--- src/rtl/user_input_ctrl_if.sv ---
// CPU-side bundle for the IN-instruction input stage: decode/timer/button/switch
// inputs toward the block and the captured word plus stall back to the core.
interface user_input_ctrl_if;
    logic        inop;
    logic        clk_state;
    logic        bt;
    logic [13:0] in;
    logic [31:0] du;
    logic        await;
    logic        busy;

    modport master (
        output inop, clk_state, bt, in,
        input  du, await, busy
    );

    modport slave (
        input  inop, clk_state, bt, in,
        output du, await, busy
    );
endinterface

--- src/rtl/user_input_ctrl.sv ---
// IN-instruction input stage: synchronises/debounces the button, captures the switch bank
// and stalls the CPU clock until captured. Define USER_INPUT_SIGN_EXT_EN to sign-extend captures.
module user_input_ctrl #(
    parameter int DEBOUNCE_CYCLES = 50000,
    parameter int CNT_W           = 16
) (
    input  logic           clk,
    input  logic           bt_reset,
    user_input_ctrl_if.slave bus
);

    typedef enum logic [2:0] {
        S_IDLE,
        S_ARM,
        S_WAIT,
        S_CAPTURE,
        S_RELEASE
    } state_t;

    localparam logic [CNT_W-1:0] CNT_LAST = CNT_W'(DEBOUNCE_CYCLES - 1);

    logic             bt_s1_q, bt_s2_q;
    logic             cs_s1_q, cs_s2_q, cs_s3_q;
    logic             db_q, db_d, db_prev_q;
    logic [CNT_W-1:0] cnt_q, cnt_d;
    state_t           state_q, state_d;
    logic [31:0]      du_q, du_d;
    logic             await_q, await_d;
    logic             busy_q, busy_d;
    logic             press;
    logic             cpu_rise;
    logic [31:0]      capture_word;

`ifdef USER_INPUT_SIGN_EXT_EN
    assign capture_word = {{18{bus.in[13]}}, bus.in};
`else
    assign capture_word = {18'b0, bus.in};
`endif

    assign press    = db_q & ~db_prev_q;
    assign cpu_rise = cs_s2_q & ~cs_s3_q;

    // Counter only runs while the synchronised button disagrees with the debounced level.
    always_comb begin
        cnt_d = '0;
        db_d  = db_q;
        if (bt_s2_q != db_q) begin
            if (cnt_q == CNT_LAST) begin
                db_d = ~db_q;
            end else begin
                cnt_d = cnt_q + 1'b1;
            end
        end
    end

    always_comb begin
        state_d = state_q;
        du_d    = du_q;
        case (state_q)
            S_IDLE: begin
                if (bus.inop) state_d = S_ARM;
            end
            S_ARM: begin
                if (!bus.inop)   state_d = S_IDLE;
                else if (!db_q)  state_d = S_WAIT;
            end
            S_WAIT: begin
                if (!bus.inop) begin
                    state_d = S_IDLE;
                end else if (press) begin
                    state_d = S_CAPTURE;
                    du_d    = capture_word;
                end
            end
            S_CAPTURE: begin
                if (cpu_rise) state_d = S_RELEASE;
            end
            S_RELEASE: begin
                if (!db_q) state_d = S_IDLE;
            end
            default: state_d = S_IDLE;
        endcase
        // Outputs are registered from the next state so they are glitch-free Moore outputs.
        await_d = (state_d == S_ARM) || (state_d == S_WAIT);
        busy_d  = (state_d != S_IDLE);
    end

    always_ff @(posedge clk or negedge bt_reset) begin
        if (!bt_reset) begin
            bt_s1_q   <= 1'b0;
            bt_s2_q   <= 1'b0;
            cs_s1_q   <= 1'b0;
            cs_s2_q   <= 1'b0;
            cs_s3_q   <= 1'b0;
            db_q      <= 1'b0;
            db_prev_q <= 1'b0;
            cnt_q     <= '0;
            state_q   <= S_IDLE;
            du_q      <= '0;
            await_q   <= 1'b0;
            busy_q    <= 1'b0;
        end else begin
            bt_s1_q   <= bus.bt;
            bt_s2_q   <= bt_s1_q;
            cs_s1_q   <= bus.clk_state;
            cs_s2_q   <= cs_s1_q;
            cs_s3_q   <= cs_s2_q;
            db_q      <= db_d;
            db_prev_q <= db_q;
            cnt_q     <= cnt_d;
            state_q   <= state_d;
            du_q      <= du_d;
            await_q   <= await_d;
            busy_q    <= busy_d;
        end
    end

    assign bus.du    = du_q;
    assign bus.await = await_q;
    assign bus.busy  = busy_q;

endmodule

--- src/flat_wrapper.sv ---
// flat-port wrapper written by rule: the top's interface ports become plain ports
module user_input_ctrl_flat 
#(
    parameter int DEBOUNCE_CYCLES = 50000,
    parameter int CNT_W           = 16
)
  (clk, bt_reset, bus_inop, bus_clk_state, bus_bt, bus_in, bus_du, bus_await, bus_busy);
  user_input_ctrl_if bus_i ();
  input  logic clk;
  input  logic bt_reset;
  input wire logic [$bits(bus_i.inop)-1:0] bus_inop;
  input wire logic [$bits(bus_i.clk_state)-1:0] bus_clk_state;
  input wire logic [$bits(bus_i.bt)-1:0] bus_bt;
  input wire logic [$bits(bus_i.in)-1:0] bus_in;
  output wire logic [$bits(bus_i.du)-1:0] bus_du;
  output wire logic [$bits(bus_i.await)-1:0] bus_await;
  output wire logic [$bits(bus_i.busy)-1:0] bus_busy;
  assign bus_i.inop = bus_inop;
  assign bus_i.clk_state = bus_clk_state;
  assign bus_i.bt = bus_bt;
  assign bus_i.in = bus_in;
  assign bus_du = bus_i.du;
  assign bus_await = bus_i.await;
  assign bus_busy = bus_i.busy;
  user_input_ctrl #(.DEBOUNCE_CYCLES(DEBOUNCE_CYCLES), .CNT_W(CNT_W)) u_core (.clk(clk), .bt_reset(bt_reset), .bus(bus_i));
endmodule
--- config.mk ---
export PLATFORM = sky130hd
export DESIGN_NAME = user_input_ctrl_flat
export DESIGN_NICKNAME = d
export VERILOG_FILES = /design/src/rtl/user_input_ctrl_if.sv /design/src/rtl/user_input_ctrl.sv /design/src/flat_wrapper.sv
export SDC_FILE = /design/constraint.sdc
export NUM_CORES = 1
export LEC_CHECK = 0
export BUFFER_PORTS_ARGS = -buffer_cell sky130_fd_sc_hd__buf_2
export CAP_MARGIN = 0
export CORE_MARGIN = 2
export CORE_UTILIZATION = 46
export CTS_CLUSTER_SIZE = 10
export DETAILED_ROUTE_END_ITERATION = 8
export GPL_ROUTABILITY_DRIVEN = 0
export GPL_TIMING_DRIVEN = 0
export PLACE_DENSITY = 0.73
export SYNTH_ARGS = -nofsm -noshare
export SYNTH_HDL_FRONTEND = slang
export SYNTH_SLANG_ARGS = --single-unit
--- constraint.sdc ---
create_clock -name clk -period 1.61 [get_ports clk]
set_input_delay 0.322 -clock clk [delete_from_list [all_inputs] [get_ports clk]]
set_output_delay 0.322 -clock clk [all_outputs]
set_load 0.03 [all_outputs]
==> results.py <==
metrics = {
    "run_status": {
        "status": "finished with violations",
        "violations": "setup timing",
    },
    "grt": {
        "overflow": 0,
        "grt_pass1_vias": 1200,
        "grt_use_total_pct": 15.95,
        "antenna_found_initial": 0,
        "grt_max_degree": 43,
        "grt_pass1_wl_um": 5416,
    },
    "placement": {
        "numPlacedInstances": 270,
        "hpwl_um": 2265,
        "postPlaceCellArea_mm2": 0.002236,
        "port_buffers": 34,
    },
    "critical_path": {
        "crit_slowest_cell": "dfrtp_1",
        "rr_worst_depth": 7,
        "critPathArrivalTime_ps": 1850,
        "cp.required_ps": 1790,
        "crit_type": "flop to flop",
        "cp_common_cell": "buf_4",
        "crit_chain": "nor4b_2, nand3b_1, buf_4, o41ai_4, buf_4, buf_4, nor2_1",
        "cpPeakStageDelay_ps": 450,
        "start_kind": "flop",
        "endpoint_kind": "flop",
        "crit_fanout": 5,
        "rrSetupSlack_ps": -50,
    },
    "logic_synthesis": {
        "syn_avg_cell_area_um2": 11.48,
        "synth_top_area_share_pct": 54.19,
        "synth_cells": 169,
        "synth_area_leaders": "dfrtp_1, mux2_2, buf_4",
        "synth_most_common_cell": "dfrtp_1",
        "synth_edf_count": 0,
        "yosysWarnings": 0,
        "synthesis.area_mm2": 0.001939,
        "synth_seq_cells": 42,
        "synth_ff_type": "dfrtp_1",
        "yosysSeqAreaShare_pct": 54.19,
        "yosysTopAreaCell": "dfrtp_1",
        "yosysUniqueCellTypes": 31,
        "synth_commonest_cells": "dfrtp_1, nor2_1, buf_4, mux2_2, xnor2_1",
        "postSynth.asyncResetShare_pct": 100.0,
    },
    "die": {
        "start_util_pct": 48.14,
        "die_h_um": 68.93,
        "die_area_mm2": 0.004751,
        "rows": 23,
        "die-width_um": 68.93,
        "fp.coreArea_mm2": 0.004029,
        "io_pins": 53,
    },
    "worst_hold_path": {
        "hold_class": "primary input to flop",
        "whs_path_depth": 1,
    },
    "final_layout": {
        "largest_reg_flops": 16,
        "regMostFlops": "u_core.cnt_q",
        "final_area_mm2": 0.002420,
        "n_antenna_cell": 0,
        "drive_gt1_share_pct": 39.66,
        "nFillCells": 347,
        "syn_to_final_growth_pct": 24.77,
        "final_util_pct": 60.06,
        "fin_cells": 287,
        "final_net_count": 256,
    },
    "sta": {
        "grt_setup_unrepaired": "true",
        "setup_violations": 11,
        "min_period_ps": 1665,
        "slew_headroom_pct": 40.73,
        "fmaxAchievable_mhz": 600.7,
        "tns_ps": -524.1,
        "post-route-worst-setup-slack_ps": -54.61,
        "tightest_slew_ps": 889.1,
        "post-route-period-util_pct": 103.4,
        "fin_skew_ps": 7.326,
        "hold_viol_final": 0,
        "drv_slew": 0,
    },
    "clocking": {
        "h-tree-depth": 2,
        "cts_buffer_depth": 2,
        "cts_buffers": 5,
        "clk_latency_ps": 300,
        "holdBufCountCts": 0,
        "clock-sinks": 42,
        "clockRootBuffer": "clkbuf_8",
        "clk_pin_slew_ps": 90,
        "cts_tree": "built",
    },
    "pwr": {
        "p_leak_nw": 1.200,
        "peakVddDrop_mv": 0.7332,
        "power_density_mw_per_mm2": 916.8,
    },
    "detailed_routing": {
        "vias": 1398,
        "antenna_left": 0,
        "drc": 0,
        "firstDrtPassIters": 4,
        "vias_per_cell": 4.871,
        "avgRoutedWirePerCell_um": 11.46,
        "wl_um": 3288,
        "first_iter_violations": 99,
    },
    "flow_run": {
        "maxCapViolations": 0,
    },
}
==> what timing repair did <==
item | CTS | global route
pin swaps | 13 | 3
cloned | 1 | 0
setup endpoints to repair | 27 | 17
hold endpoints to repair | 0 | 0
resized for setup | 6 | 1
setup buffers | 8 | 2
==> worst paths after layout <==
| check | from | to |
|---|---|---|
| max | u_core.cnt_q[6] | u_core.cnt_q[4] |
| min reg2reg | u_core.cs_s1_q | u_core.cs_s2_q |
| min in group asynchronous | bt_reset | u_core.cnt_q[2] |
| min | bus_bt | u_core.bt_s1_q |
| max reg2reg | u_core.cnt_q[6] | u_core.cnt_q[4] |
| max in group asynchronous | bt_reset | u_core.cnt_q[4] |
==> logic make-up after synthesis <==
family | Yosys count | synth area share [%]
AO/OA/AOI/OAI | 11 | 4.839
multiplexers | 15 | 8.710
flip-flops | 42 | 54.19
AND/OR/NAND/NOR | 58 | 15.68
buffers and inverters | 26 | 8.967
adder cells (fa/ha/maj) | 1 | 0.6451
other | 1 | 0.1934
XOR/XNOR | 15 | 6.774
==> critical path: cells and delay by family (launching register included) <==
family          cells  cell delay (ps)
buf+inv             3              480
flops               1              450
simple gates        3              390
compound gates      1              230
==> metrics by stage <==
stage | hold WS (ps) | total power (W) | setup slack [ps]
after global routing | 109.9 | 0.002359 | -175.9
after floorplan | 26.41 | 0.001440 | -9.044
final | 131.1 | 0.002219 | -54.61
after CTS | 120.1 | 0.002242 | -35.72
after global placement | 332.8 | 0.001530 | -153.3
after detailed placement | 341.1 | 0.001536 | -194.7
==> layout by cell type, fill, tap and decap left out, types with 3 or more instances in the layout <==
| cell type | instances |
|---|---|
| dfrtp_1 | 41 |
| nor3_1 | 4 |
| buf_2 | 34 |
| inv_1 | 5 |
| xor2_1 | 3 |
| nand2_1 | 6 |
| nand3b_1 | 4 |
| conb_1 | 18 |
| nor4_1 | 4 |
| clkbuf_8 | 5 |
| nand3_1 | 6 |
| o21ai_0 | 3 |
| mux2_2 | 15 |
| nand4_1 | 4 |
| xnor2_1 | 12 |
| nor2_1 | 18 |
| buf_4 | 28 |
==> metal layers <==
metal / track usage (%) / vias to the layer above / share of wire, %
met1: 21.73 / 669 / 44
met4: 8.088 / 0 / 2.1
met3: 5.519 / 4 / 5.3
met5: 0 / - / 0
li1: - / 678 / -
met2: 22.48 / 47 / 49
==> area by class of cell <==
| type | instances | area (um2) | share of cell area, % |
|---|---|---|---|
| sequential | 42 | 1052 | 43.49 |
| clock inverter | 3 | 25.02 | 1.034 |
| clock buffer | 5 | 68.82 | 2.844 |
| inverter | 5 | 18.77 | 0.7756 |
| buffer | 20 | 150.1 | 6.205 |
| tap | 50 | 62.56 | 2.585 |
| timing repair buffer | 44 | 245.2 | 10.13 |
| multi-input combinational | 118 | 797.0 | 32.94 |
==> power breakdown <==
part / switching (W) / leakage (nW) / internal, W
combinational: 0.000231 / 0.591 / 0.000145
sequential: 0.0000430 / 0.564 / 0.00111
clock: 0.000380 / 0.0447 / 0.000313
total: 0.000655 / 1.20 / 0.00156
Note: power is estimated with default switching activity, not from simulation.
